[src/rtl/uart_byte_transceiver_pkg.sv]
// Shared definitions for the byte-level 8N1 UART: state encodings, frame
// geometry and the bit-period derivation used by both directions.
package uart_byte_transceiver_pkg;

  localparam int DATA_BITS = 8;

  typedef enum logic [2:0] {
    TX_IDLE  = 3'd0,
    TX_START = 3'd1,
    TX_DATA  = 3'd2,
    TX_STOP  = 3'd3
  } tx_state_e;

  typedef enum logic [2:0] {
    RX_IDLE  = 3'd0,
    RX_START = 3'd1,
    RX_DATA  = 3'd2,
    RX_STOP  = 3'd3,
    RX_BREAK = 3'd4
  } rx_state_e;

  function automatic int clks_per_bit(input int clk_freq, input int baud_rate);
    return clk_freq / baud_rate;
  endfunction

endpackage

[src/rtl/uart_byte_transceiver_rx.sv]
// Receive half of the UART: two-flop synchroniser on rx, mid-bit sampling
// FSM and the registered byte/strobe outputs.
module uart_rx_byte
  import uart_byte_transceiver_pkg::*;
#(
  parameter int CLKS_PER_BIT = 434
) (
  input  logic       clk,
  input  logic       rst,
  input  logic       rx,
  output logic [7:0] byte_from_rx,
  output logic       rx_byte_ready,
  output logic       new_rx_byte_indicate,
  output logic       rx_frame_err
);

  localparam int               CNT_W     = $clog2(CLKS_PER_BIT);
  localparam logic [CNT_W-1:0] CNT_ZERO  = {CNT_W{1'b0}};
  localparam logic [CNT_W-1:0] CNT_ONE   = CNT_W'(1);
  localparam logic [CNT_W-1:0] CNT_LAST  = CNT_W'(CLKS_PER_BIT - 1);
  localparam logic [CNT_W-1:0] CNT_HALF  = CNT_W'(CLKS_PER_BIT / 2 - 1);
  localparam logic [2:0]       LAST_BIT  = 3'(DATA_BITS - 1);

  rx_state_e        state_q, state_d;
  logic [CNT_W-1:0] cnt_q, cnt_d;
  logic [2:0]       idx_q, idx_d;
  logic [7:0]       shreg_q, shreg_d;
  logic [7:0]       byte_q, byte_d;
  logic             rdy_q, rdy_d;
  logic             ind_q, ind_d;
  logic             err_q, err_d;
  logic             rx_meta_q, rx_meta_d;
  logic             rx_s_q, rx_s_d;

  // Next-state and output logic for the receive FSM
  always_comb begin
    state_d   = state_q;
    cnt_d     = cnt_q;
    idx_d     = idx_q;
    shreg_d   = shreg_q;
    byte_d    = byte_q;
    rdy_d     = 1'b0;
    ind_d     = 1'b0;
    err_d     = 1'b0;
    rx_meta_d = rx;
    rx_s_d    = rx_meta_q;

    case (state_q)
      RX_IDLE: begin
        if (!rx_s_q) begin
          state_d = RX_START;
          cnt_d   = CNT_ZERO;
        end else begin
          state_d = RX_IDLE;
        end
      end
      // Re-check half a bit in so short low glitches are rejected.
      RX_START: begin
        if (cnt_q == CNT_HALF) begin
          cnt_d = CNT_ZERO;
          if (!rx_s_q) begin
            ind_d   = 1'b1;
            idx_d   = 3'd0;
            state_d = RX_DATA;
          end else begin
            state_d = RX_IDLE;
          end
        end else begin
          cnt_d = cnt_q + CNT_ONE;
        end
      end
      RX_DATA: begin
        if (cnt_q == CNT_LAST) begin
          cnt_d   = CNT_ZERO;
          shreg_d = {rx_s_q, shreg_q[7:1]};
          if (idx_q == LAST_BIT) begin
            state_d = RX_STOP;
          end else begin
            idx_d = idx_q + 3'd1;
          end
        end else begin
          cnt_d = cnt_q + CNT_ONE;
        end
      end
      // Returning to idle at mid stop bit gives half a bit of slack for baud skew.
      RX_STOP: begin
        if (cnt_q == CNT_LAST) begin
          cnt_d = CNT_ZERO;
          if (rx_s_q) begin
            byte_d  = shreg_q;
            rdy_d   = 1'b1;
            state_d = RX_IDLE;
          end else begin
            err_d   = 1'b1;
            state_d = RX_BREAK;
          end
        end else begin
          cnt_d = cnt_q + CNT_ONE;
        end
      end
      RX_BREAK: begin
        if (rx_s_q) begin
          state_d = RX_IDLE;
        end else begin
          state_d = RX_BREAK;
        end
      end
      default: begin
        state_d = RX_IDLE;
        cnt_d   = CNT_ZERO;
      end
    endcase
  end

  // Receive state, synchroniser and output registers
  always_ff @(posedge clk or negedge rst) begin
    if (!rst) begin
      state_q   <= RX_IDLE;
      cnt_q     <= CNT_ZERO;
      idx_q     <= 3'd0;
      shreg_q   <= 8'h00;
      byte_q    <= 8'h00;
      rdy_q     <= 1'b0;
      ind_q     <= 1'b0;
      err_q     <= 1'b0;
      rx_meta_q <= 1'b1;
      rx_s_q    <= 1'b1;
    end else begin
      state_q   <= state_d;
      cnt_q     <= cnt_d;
      idx_q     <= idx_d;
      shreg_q   <= shreg_d;
      byte_q    <= byte_d;
      rdy_q     <= rdy_d;
      ind_q     <= ind_d;
      err_q     <= err_d;
      rx_meta_q <= rx_meta_d;
      rx_s_q    <= rx_s_d;
    end
  end

  assign byte_from_rx         = byte_q;
  assign rx_byte_ready        = rdy_q;
  assign new_rx_byte_indicate = ind_q;
  assign rx_frame_err         = err_q;

endmodule

[src/rtl/uart_byte_transceiver.sv]
// Byte-level 8N1 UART: transmit FSM lives here, receive path is delegated
// to uart_rx_byte. The two directions share nothing but clock and reset.
module uart_byte_transceiver
  import uart_byte_transceiver_pkg::*;
#(
  parameter int CLK_FREQ     = 50_000_000,
  parameter int BAUD_RATE    = 115_200,
  parameter int CLKS_PER_BIT = clks_per_bit(CLK_FREQ, BAUD_RATE)
) (
  input  logic       clk,
  input  logic       rst,
  input  logic       tx_byte_start_n,
  input  logic [7:0] byte_for_tx,
  output logic       tx,
  output logic       tx_byte_ready,
  input  logic       rx,
  output logic [7:0] byte_from_rx,
  output logic       rx_byte_ready,
  output logic       new_rx_byte_indicate,
  output logic       rx_frame_err
);

  localparam int               CNT_W    = $clog2(CLKS_PER_BIT);
  localparam logic [CNT_W-1:0] CNT_ZERO = {CNT_W{1'b0}};
  localparam logic [CNT_W-1:0] CNT_ONE  = CNT_W'(1);
  localparam logic [CNT_W-1:0] CNT_LAST = CNT_W'(CLKS_PER_BIT - 1);
  localparam logic [2:0]       LAST_BIT = 3'(DATA_BITS - 1);

  tx_state_e        state_q, state_d;
  logic [CNT_W-1:0] cnt_q, cnt_d;
  logic [2:0]       idx_q, idx_d;
  logic [7:0]       shreg_q, shreg_d;
  logic             tx_q, tx_d;
  logic             ready_q, ready_d;

  // Next-state logic; tx and ready are computed one cycle ahead so they register cleanly
  always_comb begin
    state_d = state_q;
    cnt_d   = cnt_q;
    idx_d   = idx_q;
    shreg_d = shreg_q;
    tx_d    = tx_q;
    ready_d = ready_q;

    case (state_q)
      TX_IDLE: begin
        tx_d    = 1'b1;
        ready_d = 1'b1;
        if (!tx_byte_start_n) begin
          shreg_d = byte_for_tx;
          cnt_d   = CNT_ZERO;
          tx_d    = 1'b0;
          ready_d = 1'b0;
          state_d = TX_START;
        end else begin
          state_d = TX_IDLE;
        end
      end
      TX_START: begin
        if (cnt_q == CNT_LAST) begin
          cnt_d   = CNT_ZERO;
          idx_d   = 3'd0;
          tx_d    = shreg_q[0];
          state_d = TX_DATA;
        end else begin
          cnt_d = cnt_q + CNT_ONE;
        end
      end
      TX_DATA: begin
        if (cnt_q == CNT_LAST) begin
          cnt_d = CNT_ZERO;
          if (idx_q == LAST_BIT) begin
            tx_d    = 1'b1;
            state_d = TX_STOP;
          end else begin
            idx_d = idx_q + 3'd1;
            tx_d  = shreg_q[idx_q + 3'd1];
          end
        end else begin
          cnt_d = cnt_q + CNT_ONE;
        end
      end
      TX_STOP: begin
        if (cnt_q == CNT_LAST) begin
          cnt_d   = CNT_ZERO;
          tx_d    = 1'b1;
          ready_d = 1'b1;
          state_d = TX_IDLE;
        end else begin
          cnt_d = cnt_q + CNT_ONE;
        end
      end
      default: begin
        cnt_d   = CNT_ZERO;
        tx_d    = 1'b1;
        ready_d = 1'b1;
        state_d = TX_IDLE;
      end
    endcase
  end

  // Transmit state and line registers; reset forces the line idle immediately
  always_ff @(posedge clk or negedge rst) begin
    if (!rst) begin
      state_q <= TX_IDLE;
      cnt_q   <= CNT_ZERO;
      idx_q   <= 3'd0;
      shreg_q <= 8'h00;
      tx_q    <= 1'b1;
      ready_q <= 1'b1;
    end else begin
      state_q <= state_d;
      cnt_q   <= cnt_d;
      idx_q   <= idx_d;
      shreg_q <= shreg_d;
      tx_q    <= tx_d;
      ready_q <= ready_d;
    end
  end

  assign tx            = tx_q;
  assign tx_byte_ready = ready_q;

  uart_rx_byte #(
    .CLKS_PER_BIT(CLKS_PER_BIT)
  ) u_rx (
    .clk                  (clk),
    .rst                  (rst),
    .rx                   (rx),
    .byte_from_rx         (byte_from_rx),
    .rx_byte_ready        (rx_byte_ready),
    .new_rx_byte_indicate (new_rx_byte_indicate),
    .rx_frame_err         (rx_frame_err)
  );

endmodule

[config.mk]
export PLATFORM = sky130hd
export DESIGN_NAME = uart_byte_transceiver
export DESIGN_NICKNAME = d
export VERILOG_FILES = /design/src/rtl/uart_byte_transceiver_pkg.sv /design/src/rtl/uart_byte_transceiver_rx.sv /design/src/rtl/uart_byte_transceiver.sv
export SDC_FILE = /design/constraint.sdc
export NUM_CORES = 1
export LEC_CHECK = 0
export ABC_AREA = 0
export CORE_MARGIN = 3
export CORE_UTILIZATION = 32
export DETAILED_ROUTE_END_ITERATION = 8
export GPL_ROUTABILITY_DRIVEN = 0
export PLACE_DENSITY = 0.45
export SETUP_SLACK_MARGIN = 0.02
export SLEW_MARGIN = 25
export SYNTH_ARGS = -nofsm -noshare
export SYNTH_HDL_FRONTEND = slang
export SYNTH_SLANG_ARGS = --single-unit
export TNS_END_PERCENT = 30
[constraint.sdc]
create_clock -name clk -period 3.96 [get_ports clk]
set_input_delay 0.792 -clock clk [delete_from_list [all_inputs] [get_ports clk]]
set_output_delay 0.792 -clock clk [all_outputs]
set_load 0.01 [all_outputs]
# [Yosys cells after proc, flatten, opt, wreduce, memory -nomap -nowiden]
# Cells that the tools add are included.
[classes] magnitude_cmp=1 n_eq_ne=25 div_mod_pow=0 n_reduce_logical=17 bitwise_logic=3 shifts=0 addsub=4 n_mux=46 mul=0
[op_table] operator="3-bit 2-to-1 mux" n=15
[op_table] operator="9-bit 2-to-1 mux" n=5
[op_table] operator="9-bit one-hot mux with 4 select lines" n=1
[op_table] operator="9-bit by 1-bit adder with 9-bit output, second input constant" n=2
[op_table] operator="9-bit == test, second input constant" n=2
[op_table] operator="2-bit != test, second input constant" n=9
[op_table] operator="9-bit one-hot mux with 2 select lines" n=1
[op_table] operator="1-bit 2-to-1 mux" n=16
[op_table] operator="3-bit one-hot mux with 5 select lines" n=1
[op_table] operator="3-bit by 2-bit == test with 1-bit output, second input constant" n=4
[op_table] operator="3-bit one-hot mux with 2 select lines" n=2
[op_table] operator="3-bit one-hot mux with 4 select lines" n=1
[op_table] operator="4-bit AND reduction" n=3
[op_table] operator="3-bit == test, second input constant" n=3
[op_table] operator="9-bit by 8-bit == test with 1-bit output, second input constant" n=1
[op_table] operator="2-bit by 1-bit != test with 1-bit output, second input constant" n=4
[op_table] operator="2-bit AND reduction" n=4
[op_table] operator="3-bit by 1-bit adder with 3-bit output, second input constant" n=2
[op_table] operator="3-bit by 1-bit == test with 1-bit output, second input constant" n=2
[op_table] operator="3-bit logical NOT" n=2
[op_table] operator="3-bit AND reduction" n=2
[op_table] operator="5-bit AND reduction" n=1
[op_table] operator="3-bit by 4-bit less-than comparator with 1-bit output, second input constant" n=1
[op_table] operator="1-bit one-hot mux with 4 select lines" n=1
[op_table] operator="other kinds (7)" n=11
[word_totals] latch_bits=0 mem_bits_ro=0 inputBits=12 wordCells=112 ram_bits=0 output_inout_bits=13 memories=0 ff_bits=61

# [Longest topological paths before layout]
[logic_depth] ltp_word=6 mapped_depth=7

# [Cells and area by module]
# Synthesis repeated with hierarchy kept, for this count alone.
[unflattened] cells_unflattened=287 area_unflattened_um2=3011.6
[by_module_without_submodules] mod="uart_rx_byte" cells_per_inst=146 n_inst=1 area_each_um2=1654.1 seq_area_each_um2=903.4
[by_module_without_submodules] mod="uart_byte_transceiver" cells_per_inst=141 n_inst=1 area_each_um2=1357.6 seq_area_each_um2=603.1

# [Worst setup path before layout]
# No wires, ideal clock.
[synth_path] path_type="flip-flop to flip-flop" from="register u_rx.cnt_q[0]" to="register u_rx.idx_q[0]" stages_incl_launch_ff=7 path_buffers=0 setup_slack_ps=2017 period_less_slack_ps=1943 setup_time_ps=125 arrival_ps=1818 cell_sequence="dfrtp_1 -> inv_1 -> ha_1 -> or4b_4 -> o21a_4 -> a221o_1 -> mux2_4"
[synth_between] elab_chain_cells=3
[synth_lines] element="start, declared" line_no="uart_byte_transceiver_rx.sv:25" rtl="logic [CNT_W-1:0] cnt_q, cnt_d;"
[synth_lines] element="start signal, assigned" line_no="uart_byte_transceiver_rx.sv:130" rtl="cnt_q <= cnt_d;"
[synth_lines] element="9-bit == test / 9-bit by 8-bit == test with 1-bit output (equally long branches)" line_no="uart_byte_transceiver_rx.sv:73, uart_byte_transceiver_rx.sv:59"
[synth_lines] element="2-bit by 1-bit != test with 1-bit output (no source line)"
[synth_lines] element="5-bit AND reduction (no source line) *"
[synth_lines] element="end signal, assigned" line_no="uart_byte_transceiver_rx.sv:131" rtl="idx_q <= idx_d;"
[synth_lines] element="end, declared" line_no="uart_byte_transceiver_rx.sv:26" rtl="logic [2:0] idx_q, idx_d;"
# Mark *: on every way between the ends. The rest lies on a longest branch, timed or not.
# A chain may end at the register's enable or synchronous reset.

# [Worst setup path after layout]
[layout_path] from="register u_rx.cnt_q[0]" to="register u_rx.cnt_q[5]"
[layout_between] elab_chain_cells=3
[layout_lines] element="9-bit by 1-bit adder with 9-bit output (tied with other cells)" line_no="uart_byte_transceiver_rx.sv:69, uart_byte_transceiver_rx.sv:82, uart_byte_transceiver_rx.sv:98"
[layout_lines] element="9-bit 2-to-1 mux (on tied branches)" line_no="uart_byte_transceiver_rx.sv:73, uart_byte_transceiver_rx.sv:87, uart_byte_transceiver_rx.sv:59"
[layout_lines] element="9-bit one-hot mux with 4 select lines *" line_no="uart_byte_transceiver_rx.sv:48" rtl="case (state_q)"
# Marked as above.

==> out/results.ini <==
[setup_path]
cp-end-kind = flop
start_kind = flop
r2r_cells = 6
crit_arrival_ps = 2450
crit_type = reg2reg
critPathMaxFanout = 7
crit_required_ps = 4170

[clock_tree]
postCtsResizedCells = 0
holdBufCountCts = 0
cts_setup_buffers = 0
cts-root-buf = clkbuf_8
cts_tree = done
clock-sinks = 60
path_clk_slew_ps = 70
numCtsBuffers = 9
clock_latency_ps = 330
clockBufferDepth = 2
htreeDepth = 3

[drt]
routed_wirelength_um = 5890
ant_nets = 0
avgRoutedWirePerCell_um = 14.7
viasPerCell = 5.13
vias = 2052
drtIter0Drc = 42
drt-pass1-iter-count = 4
drc = 0

[floorplanning]
dieArea_um2 = 10500
core_um2 = 8890
start_util_pct = 33.5
rows = 34
ios = 25
dieHeight_um = 102
die_w_um = 102

[global_route]
grt_pass1_vias = 2137
grt_usage_pct = 12.8
grt_first_pass_wirelength_um = 10500
grt_max_degree = 39
grt_overflow = 0
antenna_found_initial = 0

[placement]
port_buffers = 24
placed_area_um2 = 3340
dp_hpwl_um = 4100

[pwr]
power_density_nw_per_um2 = 324
leakagePower_uw = 0.00159
ir_drop_uv = 187

[logic_synthesis]
syn-num-nets = 281
synth-edff-count = 0
yosysWarnings = 0
synthDistinctLibCells = 48
synth_seq_area_share_pct = 50.6
synthCells = 255
avgSynthCellArea_um2 = 11.7
synth-seq-cells = 60
synth.cell_area_um2 = 2980
synthFlopType = dfrtp_1
synth-async-reset-ratio_pct = 100

[timing]
finClkSkew_ps = 9.22
drv_slew = 0
finalHoldViolCount = 0
worstMarginPinSlew_ps = 901
maxSlewHeadroom_pct = 39.8
fmax_ghz = 0.447
setup_violations = 0
rsz0062_at_grt = false
setup-tns-final_ps = 0
finalCritPeriodShare_pct = 56.5
fin_crit_ps = 2240

[min_path]
hold_depth = 0
hp-class = reg2reg

[layout]
layout_commonest_cell = dfrtp_1
n_antenna_cell = 0
drive_gt1_share_pct = 18.8
layout_common_cells = 56 x dfrtp_1, 27 x mux2_2, 23 x clkdlybuf4s50_1, 18 x o21ai_0, 16 x nand2_1
final_area_um2 = 3520
fillers = 887
final_nets = 313
area_growth_pct = 18.2

[outcome]
status = finished, final reports clean

[run]
cap_viol_max_count = 0

## power breakdown
part | switching, uW | total [uW] | internal, uW
Combinational | 14.4 | 24.7 | 10.2
Sequential | 0.989 | 616 | 615
Clock | 241 | 500 | 259
## cell type report
class | instances | area [um^2] | area share (%)
Clock buffer | 12 | 155 | 4.41
Clock inverter | 4 | 25.0 | 0.711
Sequential cell | 60 | 1510 | 42.8
Timing Repair Buffer | 25 | 243 | 6.90
Inverter | 10 | 37.5 | 1.07
Tap cell | 108 | 135 | 3.84
Multi-Input combinational cell | 181 | 1420 | 40.3
## through the flow
step                      instances  hold slack (ps)  setup slack [ps]  total power [uW]  utilization [%]
after floorplan                 255              345              2020               628                -
final                           400              356              1720              1140             39.6
after global routing            400              366              1570              1200             39.6
after detailed placement        384              348              1350               653             37.6
after CTS                       400              357              1690              1170             39.6
after global placement          384              347              1390               654             37.6
## final timing paths
check                               start             end  slack, ps
max                         u_rx.cnt_q[0]   u_rx.cnt_q[5]       1720
min                        u_rx.rx_meta_q     u_rx.rx_s_q        360
max reg2reg                 u_rx.cnt_q[0]   u_rx.cnt_q[5]       1720
min reg2reg                u_rx.rx_meta_q     u_rx.rx_s_q        360
max in group asynchronous             rst  u_rx.rx_meta_q       2620
min in group asynchronous             rst        cnt_q[2]        430
## registers in the layout, summed over array words and instances, names as in the netlist
name / cells
u_rx.new_rx_byte_indicate: 1
shreg_q: 8
u_rx.rx_frame_err: 1
cnt_q: 9
u_rx.state_q: 3
u_rx.rx_meta_q: 1
u_rx.idx_q: 3
idx_q: 3
tx: 1
u_rx.shreg_q: 8
u_rx.byte_from_rx: 8
u_rx.rx_s_q: 1
u_rx.cnt_q: 9
tx_byte_ready: 1
state_q: 2
u_rx.rx_byte_ready: 1
## kinds of logic (layout without fill, tap and decap cells)
kind of cell	count (synthesis)	in the layout	synth area share, %
and+or+nand+nor	68	68	12.8
AOI/OAI and AO/OA	64	64	15.1
DFF	60	60	50.6
muxes	33	33	13.2
adders and majority gates	14	14	5.88
buffers and inverters	14	51	1.81
xor gates and xnor gates	2	2	0.588
## cells in the mapped netlist, types with 2 or more instances
cell	n	area [um^2]
a21boi_0	4	30.0
a21o_1	6	45.0
a21oi_1	5	25.0
a221o_1	2	20.0
a22o_1	7	61.3
a22o_2	2	20.0
a22oi_1	2	15.0
a2bb2oi_1	3	26.3
a31oi_1	2	12.5
and3_1	2	12.5
and4b_1	2	20.0
clkbuf_1	3	11.3
dfrtp_1	56	1400
dfstp_2	4	105
ha_1	14	175
inv_1	10	37.5
mux2_2	27	304
mux2i_1	3	30.0
mux4_2	2	45.0
nand2_1	16	60.1
nand2b_1	3	18.8
nand3_1	6	30.0
nand4b_1	2	17.5
nand4bb_1	2	22.5
nor2_1	13	48.8
nor2b_1	5	31.3
nor3_1	6	30.0
nor3b_1	3	22.5
nor4_1	2	12.5
nor4bb_1	2	20.0
o21a_1	2	15.0
o21ai_0	18	90.1
o21ai_1	2	10.0
o22ai_1	2	12.5
xnor2_1	2	17.5
## routing by layer
layer	track usage, %	part of all wire (%)	vias to the layer above
met3	3.48	2.7	4
met2	20.3	48	24
li1	-	-	1017
met1	16.8	49	1007
met4	4.74	0.80	0
met5	0	0	-
## worst max-delay path, stage by stage (launching register included)
cell     delay [ps]
dfrtp_1         430
inv_1            80
ha_1            140
or4b_4          470
o21ai_1         470
nand2_1         200
a221o_1         320
Power figures use the tool's default switching activity.
